==> src/rtl/uart_rx_cfg.sv <==
// ============================================================================
// uart_rx_cfg
// ----------------------------------------------------------------------------
// Parametrised UART receiver for the sensor link. Oversamples the line,
// takes a 3-sample majority vote around mid-bit, checks optional parity and
// one or two stop bits, and hands each word to the consumer through a
// valid/ack holding register with per-word error flags.
//
// Parameters:
//   CLK_FREQ    system clock frequency in Hz
//   BAUD_RATE   line rate in bit/s
//   DATA_BITS   data bits per frame (5..9)
//   PARITY      0 = none, 1 = odd, 2 = even
//   STOP_BITS   stop bits checked (1 or 2)
//   OVERSAMPLE  sample ticks per bit (even, >= 8)
//
// Ports:
//   clk          system clock, rising edge
//   reset_n      synchronous active-low reset
//   rx_in        asynchronous serial line, idles high
//   data_out     received word, LSB = first data bit on the line
//   data_valid   holding register full, held until acknowledged
//   data_ack     consumer takes data_out when data_valid & data_ack
//   parity_err   parity mismatch for the held word
//   frame_err    a sampled stop bit was 0 for the held word
//   overrun_err  sticky: a frame completed while data_valid was 1
//   break_det    (UART_RX_BREAK_DET_EN only) one-cycle pulse on a break
//   busy         receiver is in any state other than IDLE
//
// Optional feature macro: UART_RX_BREAK_DET_EN
//   When defined, an all-zero frame (data, parity and stop bits) is reported
//   on break_det instead of being delivered, and the receiver waits for one
//   full bit time of idle line before looking for the next start bit.
// ============================================================================
module uart_rx_cfg #(
  parameter int CLK_FREQ   = 50000000,
  parameter int BAUD_RATE  = 9600,
  parameter int DATA_BITS  = 8,
  parameter int PARITY     = 0,
  parameter int STOP_BITS  = 1,
  parameter int OVERSAMPLE = 16
) (
  input  logic                 clk,
  input  logic                 reset_n,
  input  logic                 rx_in,
  output logic [DATA_BITS-1:0] data_out,
  output logic                 data_valid,
  input  logic                 data_ack,
  output logic                 parity_err,
  output logic                 frame_err,
  output logic                 overrun_err,
`ifdef UART_RX_BREAK_DET_EN
  output logic                 break_det,
`endif
  output logic                 busy
);

  // Clock divider producing OVERSAMPLE ticks per bit.
  localparam int DIV    = CLK_FREQ / (BAUD_RATE * OVERSAMPLE);
  localparam int DIV_W  = (DIV > 1) ? $clog2(DIV) : 1;
  localparam int SAMP_W = $clog2(OVERSAMPLE);
  localparam int BIT_W  = $clog2(DATA_BITS + 1);

  localparam logic [DIV_W-1:0]  DIV_LAST  = DIV_W'(DIV - 1);
  localparam logic [SAMP_W-1:0] S_PRE     = SAMP_W'(OVERSAMPLE / 2 - 1);
  localparam logic [SAMP_W-1:0] S_MID     = SAMP_W'(OVERSAMPLE / 2);
  localparam logic [SAMP_W-1:0] S_VOTE    = SAMP_W'(OVERSAMPLE / 2 + 1);
  localparam logic [SAMP_W-1:0] S_LAST    = SAMP_W'(OVERSAMPLE - 1);
  localparam logic [BIT_W-1:0]  BITS_LAST = BIT_W'(DATA_BITS);

  // Reject configurations the datapath cannot support.
  if (DIV < 1) begin : g_div_check
    $error("uart_rx_cfg: CLK_FREQ too low for BAUD_RATE*OVERSAMPLE (DIV < 1)");
  end
  if (DATA_BITS < 5 || DATA_BITS > 9) begin : g_bits_check
    $error("uart_rx_cfg: DATA_BITS must be 5..9");
  end
  if (PARITY < 0 || PARITY > 2) begin : g_par_check
    $error("uart_rx_cfg: PARITY must be 0, 1 or 2");
  end
  if (STOP_BITS != 1 && STOP_BITS != 2) begin : g_stop_check
    $error("uart_rx_cfg: STOP_BITS must be 1 or 2");
  end
  if (OVERSAMPLE < 8 || (OVERSAMPLE % 2) != 0) begin : g_os_check
    $error("uart_rx_cfg: OVERSAMPLE must be even and at least 8");
  end

  typedef enum logic [2:0] {
    ST_IDLE,
    ST_START,
    ST_DATA,
    ST_PARITY,
    ST_STOP1,
`ifdef UART_RX_BREAK_DET_EN
    ST_STOP2,
    ST_BREAK
`else
    ST_STOP2
`endif
  } state_t;

  state_t state;
  state_t state_nxt;

  logic                 rx_meta;
  logic                 rx_s;
  logic                 rx_d;
  logic [1:0]           settle_cnt;
  logic                 settle_done;

  logic [DIV_W-1:0]     div_cnt;
  logic                 tick;
  logic [SAMP_W-1:0]    samp_cnt;
  logic                 vote_tick;
  logic                 end_tick;

  logic                 s_early;
  logic                 s_mid;
  logic                 vote;

  logic [BIT_W-1:0]     bit_cnt;
  logic [DATA_BITS-1:0] shift_reg;
  logic                 par_bit;
  logic                 stop_bad;
  logic                 par_xor;
  logic                 par_err_new;

  logic                 start_det;
  logic                 frame_end;
  logic                 frame_ferr;
  logic                 frame_done;

`ifdef UART_RX_BREAK_DET_EN
  logic                 is_break;
  logic                 stops_zero;
  logic [SAMP_W-1:0]    brk_cnt;
`endif

  // Two-flop synchroniser plus one history flop for edge detection. The
  // settle counter keeps start detection off until the pipeline holds real
  // line samples, so a line that is low when reset is released cannot look
  // like a fresh falling edge.
  always_ff @(posedge clk) begin
    if (!reset_n) begin
      rx_meta    <= 1'b1;
      rx_s       <= 1'b1;
      rx_d       <= 1'b1;
      settle_cnt <= 2'd0;
    end else begin
      rx_meta <= rx_in;
      rx_s    <= rx_meta;
      rx_d    <= rx_s;
      if (settle_cnt != 2'd3) begin
        settle_cnt <= settle_cnt + 2'd1;
      end
    end
  end

  assign settle_done = (settle_cnt == 2'd3);
  assign start_det   = (state == ST_IDLE) && settle_done && rx_d && !rx_s;

  assign tick      = (div_cnt == DIV_LAST);
  assign vote_tick = tick && (samp_cnt == S_VOTE);
  assign end_tick  = tick && (samp_cnt == S_LAST);
  assign vote      = (s_early & s_mid) | (s_early & rx_s) | (s_mid & rx_s);

  // Tick generator and per-bit sample counter. Both free-run and are
  // realigned to the falling edge of each start bit.
  always_ff @(posedge clk) begin
    if (!reset_n) begin
      div_cnt  <= '0;
      samp_cnt <= '0;
    end else if (start_det) begin
      div_cnt  <= '0;
      samp_cnt <= '0;
    end else if (tick) begin
      div_cnt  <= '0;
      samp_cnt <= (samp_cnt == S_LAST) ? '0 : samp_cnt + 1'b1;
    end else begin
      div_cnt  <= div_cnt + 1'b1;
    end
  end

  // State register.
  always_ff @(posedge clk) begin
    if (!reset_n) begin
      state <= ST_IDLE;
    end else begin
      state <= state_nxt;
    end
  end

  // Next-state logic. Bits are judged on the vote tick; states advance on
  // the last tick of the bit, except that the frame finishes on the vote
  // tick of the final stop bit so the receiver is ready half a bit early.
  always_comb begin
    state_nxt  = state;
    frame_end  = 1'b0;
    frame_ferr = 1'b0;
`ifdef UART_RX_BREAK_DET_EN
    is_break   = 1'b0;
`endif
    case (state)
      ST_IDLE: begin
        if (start_det) begin
          state_nxt = ST_START;
        end
      end
      ST_START: begin
        if (vote_tick && vote) begin
          state_nxt = ST_IDLE;
        end else if (end_tick) begin
          state_nxt = ST_DATA;
        end
      end
      ST_DATA: begin
        if (end_tick && (bit_cnt == BITS_LAST)) begin
          state_nxt = (PARITY != 0) ? ST_PARITY : ST_STOP1;
        end
      end
      ST_PARITY: begin
        if (end_tick) begin
          state_nxt = ST_STOP1;
        end
      end
      ST_STOP1: begin
        if (STOP_BITS == 1) begin
          if (vote_tick) begin
            frame_end  = 1'b1;
            frame_ferr = !vote;
            state_nxt  = ST_IDLE;
          end
        end else if (end_tick) begin
          state_nxt = ST_STOP2;
        end
      end
      ST_STOP2: begin
        if (vote_tick) begin
          frame_end  = 1'b1;
          frame_ferr = stop_bad | !vote;
          state_nxt  = ST_IDLE;
        end
      end
`ifdef UART_RX_BREAK_DET_EN
      ST_BREAK: begin
        if (tick && rx_s && (brk_cnt == S_LAST)) begin
          state_nxt = ST_IDLE;
        end
      end
`endif
      default: begin
        state_nxt = ST_IDLE;
      end
    endcase
`ifdef UART_RX_BREAK_DET_EN
    is_break = frame_end && (shift_reg == '0) &&
               ((PARITY == 0) || !par_bit) && stops_zero;
    if (is_break) begin
      state_nxt = ST_BREAK;
    end
`endif
  end

`ifdef UART_RX_BREAK_DET_EN
  // Only meaningful on the final stop-bit vote tick.
  assign stops_zero = ((STOP_BITS == 1) || stop_bad) && !vote;
  assign frame_done = frame_end && !is_break;
`else
  assign frame_done = frame_end;
`endif

  assign busy = (state != ST_IDLE);

  // Sample capture and frame assembly. Data shifts in from the top so the
  // first bit on the line ends up in bit 0.
  always_ff @(posedge clk) begin
    if (!reset_n) begin
      s_early   <= 1'b1;
      s_mid     <= 1'b1;
      shift_reg <= '0;
      bit_cnt   <= '0;
      par_bit   <= 1'b0;
      stop_bad  <= 1'b0;
    end else begin
      if (tick && (samp_cnt == S_PRE)) begin
        s_early <= rx_s;
      end
      if (tick && (samp_cnt == S_MID)) begin
        s_mid <= rx_s;
      end
      if (start_det) begin
        bit_cnt  <= '0;
        par_bit  <= 1'b0;
        stop_bad <= 1'b0;
      end else if (vote_tick) begin
        case (state)
          ST_DATA: begin
            shift_reg <= {vote, shift_reg[DATA_BITS-1:1]};
            bit_cnt   <= bit_cnt + 1'b1;
          end
          ST_PARITY: begin
            par_bit <= vote;
          end
          ST_STOP1: begin
            stop_bad <= !vote;
          end
          default: begin
          end
        endcase
      end
    end
  end

  // The XOR over data plus received parity bit is 1 for a correct odd frame
  // and 0 for a correct even frame.
  assign par_xor     = (^shift_reg) ^ par_bit;
  assign par_err_new = (PARITY == 1) ? !par_xor :
                       (PARITY == 2) ?  par_xor : 1'b0;

  // Holding register. A completing frame loads when the register is empty
  // or is being acknowledged in the same cycle; otherwise it is dropped and
  // overrun is flagged. An ack on its own empties the register and clears
  // the flags.
  always_ff @(posedge clk) begin
    if (!reset_n) begin
      data_out    <= '0;
      data_valid  <= 1'b0;
      parity_err  <= 1'b0;
      frame_err   <= 1'b0;
      overrun_err <= 1'b0;
    end else if (frame_done) begin
      if (!data_valid || data_ack) begin
        data_out   <= shift_reg;
        parity_err <= par_err_new;
        frame_err  <= frame_ferr;
        data_valid <= 1'b1;
        if (data_valid) begin
          overrun_err <= 1'b0;
        end
      end else begin
        overrun_err <= 1'b1;
      end
    end else if (data_valid && data_ack) begin
      data_valid  <= 1'b0;
      parity_err  <= 1'b0;
      frame_err   <= 1'b0;
      overrun_err <= 1'b0;
    end
  end

`ifdef UART_RX_BREAK_DET_EN
  // Break pulse and idle-line counter used to leave the BREAK state; any low
  // sample restarts the full-bit wait.
  always_ff @(posedge clk) begin
    if (!reset_n) begin
      break_det <= 1'b0;
      brk_cnt   <= '0;
    end else begin
      break_det <= is_break;
      if ((state != ST_BREAK) || !rx_s) begin
        brk_cnt <= '0;
      end else if (tick) begin
        brk_cnt <= brk_cnt + 1'b1;
      end
    end
  end
`endif

endmodule

==> config.mk <==
export PLATFORM = sky130hd
export DESIGN_NAME = uart_rx_cfg
export DESIGN_NICKNAME = d
export VERILOG_FILES = /design/src/rtl/uart_rx_cfg.sv
export SDC_FILE = /design/constraint.sdc
export NUM_CORES = 1
export LEC_CHECK = 0
export CAP_MARGIN = 25
export CORE_MARGIN = 4
export CORE_UTILIZATION = 30
export CTS_BUF_LIST = sky130_fd_sc_hd__clkbuf_2 sky130_fd_sc_hd__clkbuf_4 sky130_fd_sc_hd__clkbuf_8
export CTS_CLUSTER_DIAMETER = 150
export CTS_CLUSTER_SIZE = 20
export DETAILED_ROUTE_END_ITERATION = 12
export GPL_ROUTABILITY_DRIVEN = 0
export SYNTH_ARGS = -nofsm -noshare
export SYNTH_HDL_FRONTEND = slang
export SYNTH_SLANG_ARGS = --single-unit
==> constraint.sdc <==
create_clock -name clk -period 3.94 [get_ports clk]
set_input_delay 0.394 -clock clk [delete_from_list [all_inputs] [get_ports clk]]
set_output_delay 0.394 -clock clk [all_outputs]
set_load 0.005 [all_outputs]
# Word level (Yosys, flattened, before mapping)
# Cells that the tools add are included.
# classes
bitwise_logic	8
n_reduce_logical	27
eq_ne	20
mux	23
addsub	4
# ops
op	count
$mux W3	6
$eq A4 B4 Y1 const B	4
$pmux W3 S5	1
$mux W1	14
$logic_and A1 B1 Y1	10
$reduce_and A2 Y1	5
$add A9 B1 Y9 const B	1
$eq A9 B9 Y1 const B	1
$add A4 B1 Y4 const B	2
$ne A2 B2 Y1 const B	4
$eq A3 B2 Y1 const B	2
$eq A3 B3 Y1 const B	2
$ne A3 B3 Y1 const B	2
$reduce_and A5 Y1	1
$eq A4 B3 Y1 const B	1
$mux W4	1
$ne A2 B1 Y1 const B	2
$reduce_or A2 Y1	2
$and A1 B1 Y1	3
$eq A3 B1 Y1 const B	1
$logic_not A1 Y1	3
$logic_not A3 Y1	1
$or A1 B1 Y1	3
$reduce_and A3 Y1	1
8 further kinds	9
# totals
out_inout_bits	13
regBits	48
inputBits	4

# Logic depth before layout (Yosys ltp)
# logic_depth
ltp_word	9
ltp_mapped	8
ltp_nobuf	6

# Least setup slack after synthesis
# Ideal clock, no wire load.
# synth_timing
kind	register to register
start	register div_cnt[0]
end	register shift_reg[3]
path_slack_ns	2.194
path_stages_with_launch	9
path_buffers	2
arrival_time_ns	1.630
cell_sequence	dfxtp_1 > inv_1 > ha_1 > and4b_1 > clkbuf_1 > nand4_2 > buf_2 > mux2i_1 > nor2b_1
# synth_via
elab_chain_len	3
# synth_lines
item	line	rtl
start: declaration	111	logic [DIV_W-1:0] div_cnt;
start signal: assignment	180	div_cnt <= div_cnt + 1'b1;
$eq A9 B9 Y1	162	assign tick = (div_cnt == DIV_LAST);
$logic_and A1 B1 Y1	163	assign vote_tick = tick && (samp_cnt == S_VOTE);
$reduce_and A3 Y1 (no source line)	--	
end signal: assignment	298	shift_reg <= {vote, shift_reg[DATA_BITS-1:1]};
end: declaration	122	logic [DATA_BITS-1:0] shift_reg;
# Every way passes these cells.
# A chain may end at the register's enable or synchronous reset.

# Final worst setup path
# layout_timing
start	register div_cnt[0]
end	register bit_cnt[3]
# layout_via
elab_chain_len	3
# layout_lines
item	line	rtl
$eq A9 B9 Y1	162	
$logic_and A1 B1 Y1	163	
$reduce_and A2 Y1 (no source line)	--	
end signal: assignment	299	bit_cnt <= bit_cnt + 1'b1;
end: declaration	121	logic [BIT_W-1:0] bit_cnt;
# Every way passes these cells.

==> summary.txt <==
Yosys
  • Largest family of logic cells by synthesized area: simple AND/OR/NAND/NOR gates
  • Count leader, synth: dfxtp_1
  • Synth Register Bits: 47
  • Post-Synth XOR/XNOR Area: 4.07%
  • Synth cell count leaders: dfxtp_1, nand2_1, mux2i_1, nor2_1, nor2b_1
  • Sequential fraction of the synthesis area: 43.7%
  • Synth cell types: 44
  • Multiplexer area fraction after synthesis: 9.76%
  • Synth Area in Adders: 5.11%
  • Synth async-reset ratio: 0%
  • Cells after Synth: 232
  • Compound-gate portion of the synthesized area: 6.68%
  • EDFF count, synth: 0
  • Synth top area share: 43.7%
  • Primary FF master, synth: dfxtp_1
  • Post-Synth Simple-Gate Area: 27.0%
  • Syn_nets: 244
  • Dominant cell type by area after synthesis: dfxtp_1
  • Syn. warnings: 0
  • Synth area leaders: dfxtp_1, mux2i_1, ha_1, nand2_1, nor2_1
  • Syn avg cell area: 9.28 um^2
  • Post-Syn Area: 0.00215 mm^2

Clocking
  • Hold-fix buffers at CTS: 0
  • Setup bufs post-CTS: 0
  • CTS Sinks: 47
  • Total CTS buffers: 5
  • Worst-path clk slew: 0.08 ns
  • H-tree depth: 2
  • CTS tree: yes
  • CTS root buf: clkbuf_8
  • Clk buf depth: 2
  • Clk Latency, worst-skew pair: 0.29 ns
  • Resize count post-CTS: 0

Worst setup path
  • Worst Setup Start Kind: register
  • Worst setup EP type: register
  • Max FO, Critical Path: 14
  • CP required: 4.16 ns
  • CP top delay family: simple AND/OR/NAND/NOR gates
  • Slowest stage delay, CP: 0.51 ns
  • Crit path buffers/inverters: 1
  • Crit path DAT: 2.36 ns
  • Worst path cell trace: inv_1 -> ha_1 -> and4b_1 -> nand4_2 -> or3_1 -> a21oi_1
  • Slowest cell on crit path: or3_1
  • Crit path kind: reg2reg

Placed design
  • DPL Wire Length: 2770 um
  • Buffers on Ports: 15

Power and ir drop
  • Max IR drop VDD: 225 uV
  • Power Density: 338 mW/mm^2
  • Leakage power: 0.000965 uW

Routing
  • DR pass1 iterations: 4
  • Wl on met1: 1940 um
  • DRT iter0 DRCs: 92
  • DRC: 0
  • Via count: 1587
  • Mean number of vias per cell: 4.63
  • Routed WL: 3860 um
  • Met3 routed wirelength: 142 um
  • Met2 WL: 1710 um
  • Post-DRT Antenna Nets: 0
  • Avg WL per Cell: 11.3 um
  • Top Metal Used: met4

Floorplanning
  • Row Count: 30
  • Initial Util: 31.3%
  • Die Height: 92.7 um
  • I/O Pins: 17
  • Die width: 92.7 um
  • DIE AREA: 0.00860 mm^2
  • Total core area: 0.00687 mm^2

Global routing
  • Largest net degree at the start of global routing: 37
  • Tot GR Track Use: 9.73%
  • First-pass GRT wire length: 6850 um
  • GRT overflow: 0
  • Via count of the first global-routing pass: 1528
  • Initial antenna violation count: 0

Layout
  • Fill count: 711
  • Multi-input logic area: 0.00114 mm^2
  • Area Growth Syn to Fin: 15.9%
  • Layout Nets: 258
  • Largest register FFs: 9
  • Layout cell share with drive strength beyond 1: 5.26%
  • Antenna fix cells: 0
  • Storage cell area: 941 um^2

STA
  • Slew Viols, Final: 0
  • Slew HR: 65.3%
  • Min Hold Slack: 0.417 ns
  • Period minus WS final: 2.14 ns
  • Peak Freq: 467 MHz
  • Setup violators final: 0
  • RSZ-0062 raised after global routing: no
  • Final hold viol count: 0
  • Fin crit share: 54.3%
  • Skew final: 0.00663 ns
  • Worst-margin pin slew: 0.520 ns
  • Total negative slack: 0 ns

Job
  • # Max-Cap Violations: 0

Status
  • Status: completed

Min path
  • HP Class: reg2reg
==> cell usage in the layout (no fill, tap or decap), drive strengths merged, types with 2 or more instances in the layout <==
cell type / count
nor4b: 2
o21ai: 4
clkbuf: 7
or3: 4
nand3b: 3
inv: 10
nand2: 26
nand4: 5
xnor2: 2
ha: 8
and4b: 2
mux2i: 21
nor3b: 2
a21oi: 10
xor2: 8
clkdlybuf4s50: 15
nand4b: 2
nand3: 10
dfxtp: 47
nand2b: 4
nor2b: 11
nor2: 21
and3: 2
nor3: 3
==> logic make-up after synthesis <==
| logic type | after synthesis |
|---|---|
| xor+xnor | 10 |
| buf+inv | 19 |
| fa+ha+maj | 9 |
| simple gates | 102 |
| mux | 21 |
| other cells | 1 |
| flops | 47 |
| compound gates | 23 |
==> report_power, final <==
part	switching [uW]	leakage [uW]	internal [uW]	total [uW]
Sequential	7.83	0.000380	483	491
Clock	154	0.0000505	160	313
Combinational	20.8	0.000534	18.3	39.0
Total	182	0.000965	661	844
==> path summary, 6_finish.rpt <==
path | start | to | slack [ns] | cells past startpoint
setup / recovery | div_cnt[0]$_SDFF_PP0_ | bit_cnt[3]$_SDFFE_PP0P_ | 1.80 | 6
hold / removal | rx_meta$_SDFF_PN1_ | rx_s$_SDFF_PN1_ | 0.42 | 1
setup reg to reg | div_cnt[0]$_SDFF_PP0_ | bit_cnt[3]$_SDFFE_PP0P_ | 1.80 | 6
hold reg to reg | rx_meta$_SDFF_PN1_ | rx_s$_SDFF_PN1_ | 0.42 | 1
==> layer usage <==
layer | vias to the layer above | track usage (%)
met1 | 737 | 12.5
met2 | 23 | 15.8
li1 | 822 | -
met3 | 5 | 1.95
met5 | - | 0
met4 | 0 | 4.40
==> per-stage QoR <==
stage | instances | utilization (%) | setup slack (ns) | cell area (um^2) | power [uW]
after floorplan | 232 | - | 2.19 | 2150 | 532
after global placement | 335 | 34.8 | 1.87 | 2390 | 541
after detailed placement | 335 | 34.8 | 1.79 | 2390 | 542
after CTS | 343 | 36.3 | 1.76 | 2500 | 860
after global routing | 343 | 36.3 | 1.59 | 2500 | 883
final | 343 | 36.3 | 1.80 | 2500 | 844
==> cell type report <==
type / count / share of cell area, %
clock buffer: 7 / 3.86
clock inverter: 1 / 0.301
inverter: 10 / 1.50
multi-input combinational: 166 / 45.5
sequential: 47 / 37.7
tap: 96 / 4.81
timing repair buffer: 16 / 6.32
No activity file was read; power rests on OpenSTA's default activity.
